### src/rtl/uart_pkg.sv
// Shared types and register layout for the MMIO UART transmitter.
package uart_pkg;

  typedef enum logic [1:0] {
    StIdle,
    StStart,
    StData,
    StStop
  } tx_state_e;

  localparam logic [2:0] CTRL_OFS = 3'd0;
  localparam logic [2:0] DATA_OFS = 3'd4;

  localparam int unsigned READY     = 0;
  localparam int unsigned IE        = 1;
  localparam int unsigned OVF       = 2;
  localparam int unsigned BUSY      = 3;
  localparam int unsigned COUNT_LSB = 8;

endpackage

### src/rtl/tx_fifo.sv
// Byte-wide synchronous FIFO; a push while full is accepted only if a pop frees a slot.
module tx_fifo #(
  parameter int unsigned DEPTH = 8,
  localparam int unsigned PW = $clog2(DEPTH),
  localparam int unsigned CW = PW + 1
) (
  input  logic          clk_i,
  input  logic          rst_i,
  input  logic          push_i,
  input  logic [7:0]    wdata_i,
  input  logic          pop_i,
  output logic [7:0]    rdata_o,
  output logic          full_o,
  output logic          empty_o,
  output logic [CW-1:0] count_o
);

  logic [7:0]    mem_q [DEPTH];
  logic [PW-1:0] wptr_q, wptr_d, rptr_q, rptr_d;
  logic [CW-1:0] count_q, count_d;
  logic          do_push, do_pop;

  assign empty_o = (count_q == '0);
  assign full_o  = (count_q == CW'(DEPTH));
  assign do_pop  = pop_i & ~empty_o;
  assign do_push = push_i & (~full_o | do_pop);
  assign rdata_o = mem_q[rptr_q];
  assign count_o = count_q;

  always_comb begin
    wptr_d  = do_push ? wptr_q + PW'(1) : wptr_q;
    rptr_d  = do_pop ? rptr_q + PW'(1) : rptr_q;
    count_d = count_q;
    if (do_push && !do_pop) begin
      count_d = count_q + CW'(1);
    end else if (!do_push && do_pop) begin
      count_d = count_q - CW'(1);
    end
  end

  always_ff @(posedge clk_i or posedge rst_i) begin
    if (rst_i) begin
      wptr_q  <= '0;
      rptr_q  <= '0;
      count_q <= '0;
    end else begin
      wptr_q  <= wptr_d;
      rptr_q  <= rptr_d;
      count_q <= count_d;
    end
  end

  always_ff @(posedge clk_i) begin
    if (do_push) begin
      mem_q[wptr_q] <= wdata_i;
    end
  end

endmodule

### src/rtl/mmio_uart_tx.sv
// MARS-style MMIO UART transmitter: control/data register pair, byte FIFO, 8N1 serialiser.
// Define UART_TX_IRQ_EN to store the ie bit and drive a registered transmit-empty irq.
module mmio_uart_tx
  import uart_pkg::*;
#(
  parameter int unsigned CLK_HZ     = 100_000_000,
  parameter int unsigned BAUD       = 115200,
  parameter int unsigned FIFO_DEPTH = 8,
  parameter logic [31:0] BASE       = 32'hFFFF0008
) (
  input  logic        clock,
  input  logic        reset,
  input  logic [31:0] addr,
  input  logic [31:0] wdata,
  input  logic        we,
  output logic        sel,
  output logic [31:0] rdata,
  output logic        txd,
  output logic        irq
);

  localparam int unsigned DIV = CLK_HZ / BAUD;
  localparam int unsigned BW  = $clog2(DIV);
  localparam int unsigned CW  = $clog2(FIFO_DEPTH) + 1;

  tx_state_e     state_q, state_d;
  logic [BW-1:0] cnt_q, cnt_d;
  logic [2:0]    bit_q, bit_d;
  logic [7:0]    shift_q, shift_d;
  logic          txd_q, txd_d;
  logic          ovf_q, ovf_d;

  logic          wr_ctrl, wr_data, pop, full, empty, busy, ie, baud_end;
  logic [7:0]    fifo_rdata;
  logic [CW-1:0] count;
  logic          unused_bits;

  assign sel     = (addr[31:3] == BASE[31:3]);
  assign wr_ctrl = sel & we & (addr[2] == CTRL_OFS[2]);
  assign wr_data = sel & we & (addr[2] == DATA_OFS[2]);
  assign busy    = (state_q != StIdle) | ~empty;
  assign txd     = txd_q;
  assign unused_bits = ^{wdata[31:8], wdata[3], wdata[1:0], addr[1:0]};

  tx_fifo #(
    .DEPTH(FIFO_DEPTH)
  ) u_fifo (
    .clk_i  (clock),
    .rst_i  (reset),
    .push_i (wr_data),
    .wdata_i(wdata[7:0]),
    .pop_i  (pop),
    .rdata_o(fifo_rdata),
    .full_o (full),
    .empty_o(empty),
    .count_o(count)
  );

  always_comb begin
    state_d  = state_q;
    bit_d    = bit_q;
    shift_d  = shift_q;
    txd_d    = txd_q;
    pop      = 1'b0;
    baud_end = (cnt_q == BW'(DIV - 1));
    cnt_d    = baud_end ? '0 : cnt_q + BW'(1);
    unique case (state_q)
      StIdle: begin
        cnt_d = '0;
        txd_d = 1'b1;
        if (!empty) begin
          pop     = 1'b1;
          shift_d = fifo_rdata;
          txd_d   = 1'b0;
          state_d = StStart;
        end
      end
      StStart: begin
        if (baud_end) begin
          bit_d   = 3'd0;
          txd_d   = shift_q[0];
          state_d = StData;
        end
      end
      StData: begin
        if (baud_end) begin
          if (bit_q == 3'd7) begin
            txd_d   = 1'b1;
            state_d = StStop;
          end else begin
            bit_d   = bit_q + 3'd1;
            shift_d = shift_q >> 1;
            txd_d   = shift_q[1];
          end
        end
      end
      StStop: begin
        if (baud_end) begin
          // Chain straight into the next start bit when more data is queued.
          if (!empty) begin
            pop     = 1'b1;
            shift_d = fifo_rdata;
            txd_d   = 1'b0;
            state_d = StStart;
          end else begin
            txd_d   = 1'b1;
            state_d = StIdle;
          end
        end
      end
    endcase
  end

  always_comb begin
    ovf_d = ovf_q;
    if (wr_ctrl && wdata[OVF]) begin
      ovf_d = 1'b0;
    end
    if (wr_data && full && !pop) begin
      ovf_d = 1'b1;
    end
  end

  always_ff @(posedge clock or posedge reset) begin
    if (reset) begin
      state_q <= StIdle;
      cnt_q   <= '0;
      bit_q   <= '0;
      shift_q <= '0;
      txd_q   <= 1'b1;
      ovf_q   <= 1'b0;
    end else begin
      state_q <= state_d;
      cnt_q   <= cnt_d;
      bit_q   <= bit_d;
      shift_q <= shift_d;
      txd_q   <= txd_d;
      ovf_q   <= ovf_d;
    end
  end

`ifdef UART_TX_IRQ_EN
  logic ie_q, ie_d, irq_q, irq_d;

  always_comb begin
    ie_d  = wr_ctrl ? wdata[IE] : ie_q;
    irq_d = ie_q & ~busy;
  end

  always_ff @(posedge clock or posedge reset) begin
    if (reset) begin
      ie_q  <= 1'b0;
      irq_q <= 1'b0;
    end else begin
      ie_q  <= ie_d;
      irq_q <= irq_d;
    end
  end

  assign ie  = ie_q;
  assign irq = irq_q;
`else
  assign ie  = 1'b0;
  assign irq = 1'b0;
`endif

  // Count field is 4 bits wide; a full 16-deep FIFO is told apart by ready=0.
  always_comb begin
    rdata = '0;
    if (addr[2] == CTRL_OFS[2]) begin
      rdata[READY]              = ~full;
      rdata[IE]                 = ie;
      rdata[OVF]                = ovf_q;
      rdata[BUSY]               = busy;
      rdata[COUNT_LSB +: 4]     = 4'(count);
    end
  end

endmodule

### config.mk
export PLATFORM = sky130hd
export DESIGN_NAME = mmio_uart_tx
export DESIGN_NICKNAME = d
export VERILOG_FILES = /design/src/rtl/uart_pkg.sv /design/src/rtl/tx_fifo.sv /design/src/rtl/mmio_uart_tx.sv
export SDC_FILE = /design/constraint.sdc
export NUM_CORES = 1
export LEC_CHECK = 0
export ABC_AREA = 1
export BUFFER_PORTS_ARGS = -buffer_cell sky130_fd_sc_hd__buf_2
export CAP_MARGIN = 10
export CORE_UTILIZATION = 50
export CTS_CLUSTER_DIAMETER = 120
export DETAILED_ROUTE_END_ITERATION = 7
export PLACE_DENSITY = 0.83
export RECOVER_POWER = 100
export SETUP_SLACK_MARGIN = 0.02
export SYNTH_ARGS = -nofsm -noshare
export SYNTH_HDL_FRONTEND = slang
export SYNTH_SLANG_ARGS = --single-unit
### constraint.sdc
create_clock -name clock -period 2.5 [get_ports clock]
set_input_delay 0.25 -clock clock [delete_from_list [all_inputs] [get_ports clock]]
set_output_delay 0.25 -clock clock [all_outputs]
set_load 0.005 [all_outputs]
==> results.json <==
{
  "fp.dieW_um": 102.1,
  "ys_top_cells_by_area": "edfxtp_1 (38%), dfrtp_1 (17%), nor2_1 (7.1%)",
  "swShare": 0.2259,
  "p_total_uw": 2774,
  "ys_async_sr_fraction": 0.3535,
  "cts_sinks": 99,
  "cts_max_path_buffers": 2,
  "row_count": 36,
  "yosysWarningCount": 0,
  "drt_wl_total_mm": 10.16,
  "p_comb_frac": 0.032,
  "core_area_um2": 9729,
  "yosys_most_used_dff": "edfxtp_1",
  "root_buffer": "clkbuf_8",
  "ys_seq_area_frac": 0.5590,
  "dr.first_iter.drc_count": 160,
  "grt_max_degree": 33,
  "initial_core_util": 0.5147,
  "max_freq_mhz": 428.8,
  "synth_top_cell_area_share": 0.3838,
  "die_area_um2": 10420,
  "switchingPower_uw": 626.6,
  "hold_depth": 1,
  "synth_edf_count": 64,
  "cp-start-kind": "flip-flop",
  "final_area_um2": 5598,
  "setup_viol": 0,
  "min_to": "u_fifo.mem_q[0][3]",
  "reg2reg_depth": 11,
  "wl_per_cell_um": 13.88,
  "crit_path_frequent_cell": "nand3_4",
  "grt_util_all_layers": 0.2074,
  "power.share.clock": 0.340,
  "ys_types": 43,
  "vias": 3715,
  "fin_crit_ns": 2.332,
  "antenna_cells": 0,
  "pin_count": 102,
  "min_period_over_period": 0.9329,
  "cp.required_ns": 2.54,
  "clock_latency_ns": 0.37,
  "drive_gt1_frac": 0.1753,
  "finalClockSkew_ns": 0.01054,
  "antenna_found_initial": 0,
  "cts_made_buffers": 9,
  "hpwl_mm": 6.861,
  "drc_errors": 0,
  "hold_class": "primary input to flip-flop",
  "arrival_ns": 2.37,
  "power.internal_uw": 2147,
  "drtAntennaViolNets": 0,
  "synth-seq-cells": 99,
  "dpl_cell_area_um2": 5409,
  "drt_pass1_iterations": 4,
  "crit_family": "simple AND/OR/NAND/NOR gates",
  "max_stage_delay_ns": 0.40,
  "fillCellCount": 808,
  "dp.cells": 711,
  "grt_overflow": 0,
  "numPortBuffers": 49,
  "r2r-end": "u_fifo.mem_q[1][0]",
  "finalHoldViolCount": 0,
  "relSlewSlack": 0.4763,
  "synth_area_per_cell_um2": 9.574,
  "grt_pass1_wl_mm": 16.13,
  "cts_tree": "yes",
  "power_density_nw_per_um2": 495.5,
  "tns_ns": 0,
  "routabilityCongestion": 0.8515,
  "min-delay-start": "wdata[3]",
  "pwr-share-seq": 0.629,
  "grt_pass1_vias": 3485,
  "p_leak_uw": 0.002412,
  "path_max_fanout": 8,
  "critPathSlowestCell": "dfrtp_1",
  "synth_top_area_cell": "edfxtp_1",
  "slew_viol_final": 0,
  "clkSlewWorstSetupHoldPaths_ns": 0.10,
  "r2r-start": "cnt_q[1]",
  "reg2reg_slack_ns": 0.17,
  "htree_levels": 3,
  "crit_type": "flip-flop to flip-flop",
  "syn_area_um2": 5007,
  "outcome": "complete, no violations",
  "end_kind": "flip-flop",
  "final_nets": 676,
  "tightestPinTransition_ns": 0.7856,
  "vias_per_cell": 5.075,
  "critPathBufInv": 3,
  "die_height_um": 102.1,
  "path_cells": "ha_4 -> inv_1 -> nor2_2 -> nand3_4 -> nor2_8 -> nand3_4 -> nand3_4 -> clkbuf_1 -> nand3_1 -> nor2_1 -> clkbuf_2",
  "utilization": 0.5754,
  "syn_inst": 523,
  "maxCapViolCount": 0,
  "rsz0062_at_grt": "no",
  "peakVddDrop_v": 0.0003396,
  "area_growth_pct": 11.79,
  "fin_cells": 732
}
[layout by cell type, fill, tap and decap left out, types with 2 or more instances in the layout]
cell	n
nor2_1	95
nand2_1	93
edfxtp_1	64
inv_1	42
o21ai_0	41
buf_2	37
dfrtp_1	32
conb_1	26
nand3_1	23
clkbuf_1	16
o22ai_1	12
clkbuf_2	12
ha_1	11
clkbuf_8	9
buf_4	9
xor2_1	7
inv_2	6
a21oi_1	6
nand2_2	4
nand3_4	4
o211ai_1	4
nor3_1	4
xnor2_1	3
nor2_2	3
ha_4	3
inv_6	3
nand3_2	2
nor2_4	2
nor4_1	2
a31oi_1	2
dfrtp_2	2
[power by group through the flow]
stage	clock [uW]	sequential, uW	combinational (uW)
after global routing	1030	1740	105
after global placement	0	1780	85.9
final	943	1740	87.5
after CTS	958	1740	91.5
after floorplan	0	1780	64.3
after detailed placement	0	1780	89.9
[synthesized netlist by cell type (2+ instances only)]
cell type,count
nor2_1,95
nand2_1,94
edfxtp_1,64
inv_1,45
o21ai_0,39
dfrtp_1,34
buf_4,26
nand3_1,22
ha_1,14
o22ai_1,12
buf_2,8
xor2_1,7
a21oi_1,6
nand3_4,5
clkbuf_1,4
nor2_2,4
nor3_1,4
o211ai_1,4
inv_2,3
nand2_2,3
o21ai_1,3
xnor2_1,3
a31oi_1,2
nand3_2,2
nor4_1,2
[cell families (layout without fill, tap and decap cells)]
group	count (synthesis)	after routing	synth area share
AND/OR/NAND/NOR	237	237	0.2119
flip-flops	99	99	0.5590
buffers and inverters	89	140	0.08995
AO/OA/AOI/OAI	72	72	0.08196
adder cells (fa/ha/maj)	15	15	0.03898
XOR/XNOR	10	10	0.01749
other	1	26	0.0007489
[sequential cells by signal (all words and copies together) (netlist names)]
signal / cells
shift_q: 8
cnt_q: 10
u_fifo.count_o: 4
u_fifo.mem_q: 64
bit_q: 3
txd: 1
u_fifo.wptr_q: 3
state_q: 2
ovf_q: 1
u_fifo.rptr_q: 3
[cell type report]
| class | instances | area [um2] | share of cell area |
|---|---|---|---|
| Inverter | 49 | 183.9 | 0.03286 |
| Clock buffer | 10 | 127.6 | 0.02280 |
| Clock inverter | 6 | 47.55 | 0.008494 |
| Timing Repair Buffer | 75 | 386.6 | 0.06907 |
| Multi-Input combinational cell | 360 | 1884 | 0.3366 |
| Tap cell | 133 | 166.4 | 0.02973 |
| Sequential cell | 99 | 2801 | 0.5004 |
[metal layers]
layer | wire [um] | up-vias | global-route usage
li1 | - | 1826 | -
met5 | 0 | - | 0
met2 | 5333 | 116 | 0.3681
met3 | 513 | 24 | 0.04036
met4 | 263 | 0 | 0.08791
met1 | 4051 | 1749 | 0.2458
[metrics by stage]
stage	worst slack [ns]	hold WS, ns
3_5_place_dp	-0.04860	0.2321
3_3_place_gp	0.05113	0.2183
6_report	0.1678	0.2293
4_1_cts	0.03166	0.1334
2_1_floorplan	0.03786	0.3489
5_1_grt	0.002782	0.2126
[worst max path at each step]
| stage | depth (start not counted) | slack, ns | endpoint | start |
|---|---|---|---|---|
| 4_1_cts | 17 | 0.03 | u_fifo.count_o[3] | cnt_q[0] |
| 3_3_place_gp | 17 | 0.05 | u_fifo.count_o[3] | cnt_q[1] |
| 6_report | 11 | 0.17 | u_fifo.mem_q[1][0] | cnt_q[1] |
| 5_1_grt | 16 | 0.003 | u_fifo.count_o[3] | u_fifo.count_o[0] |
| 2_1_floorplan | 17 | 0.04 | u_fifo.count_o[3] | cnt_q[0] |
| 3_5_place_dp | 17 | -0.05 | u_fifo.count_o[3] | cnt_q[1] |
[worst reg2reg max path: stages (launching register included)]
cell      delay (ns)
dfrtp_1         0.40
ha_4            0.15
inv_1           0.04
nor2_2          0.11
nand3_4         0.12
nor2_8          0.14
nand3_4         0.09
nand3_4         0.07
clkbuf_1        0.24
nand3_1         0.20
nor2_1          0.13
clkbuf_2        0.30
[what timing repair did]
item | CTS | global route
pin swaps | 1 | 1
setup buffers | 2 | 2
hold buffers | 1 | 0
endpoints found under the setup margin | 1 | 3
endpoints found under the hold margin | 7 | 0
gates resized for setup | 1 | 14
gates cloned | 0 | 0
No activity file was read; power rests on OpenSTA's default activity.
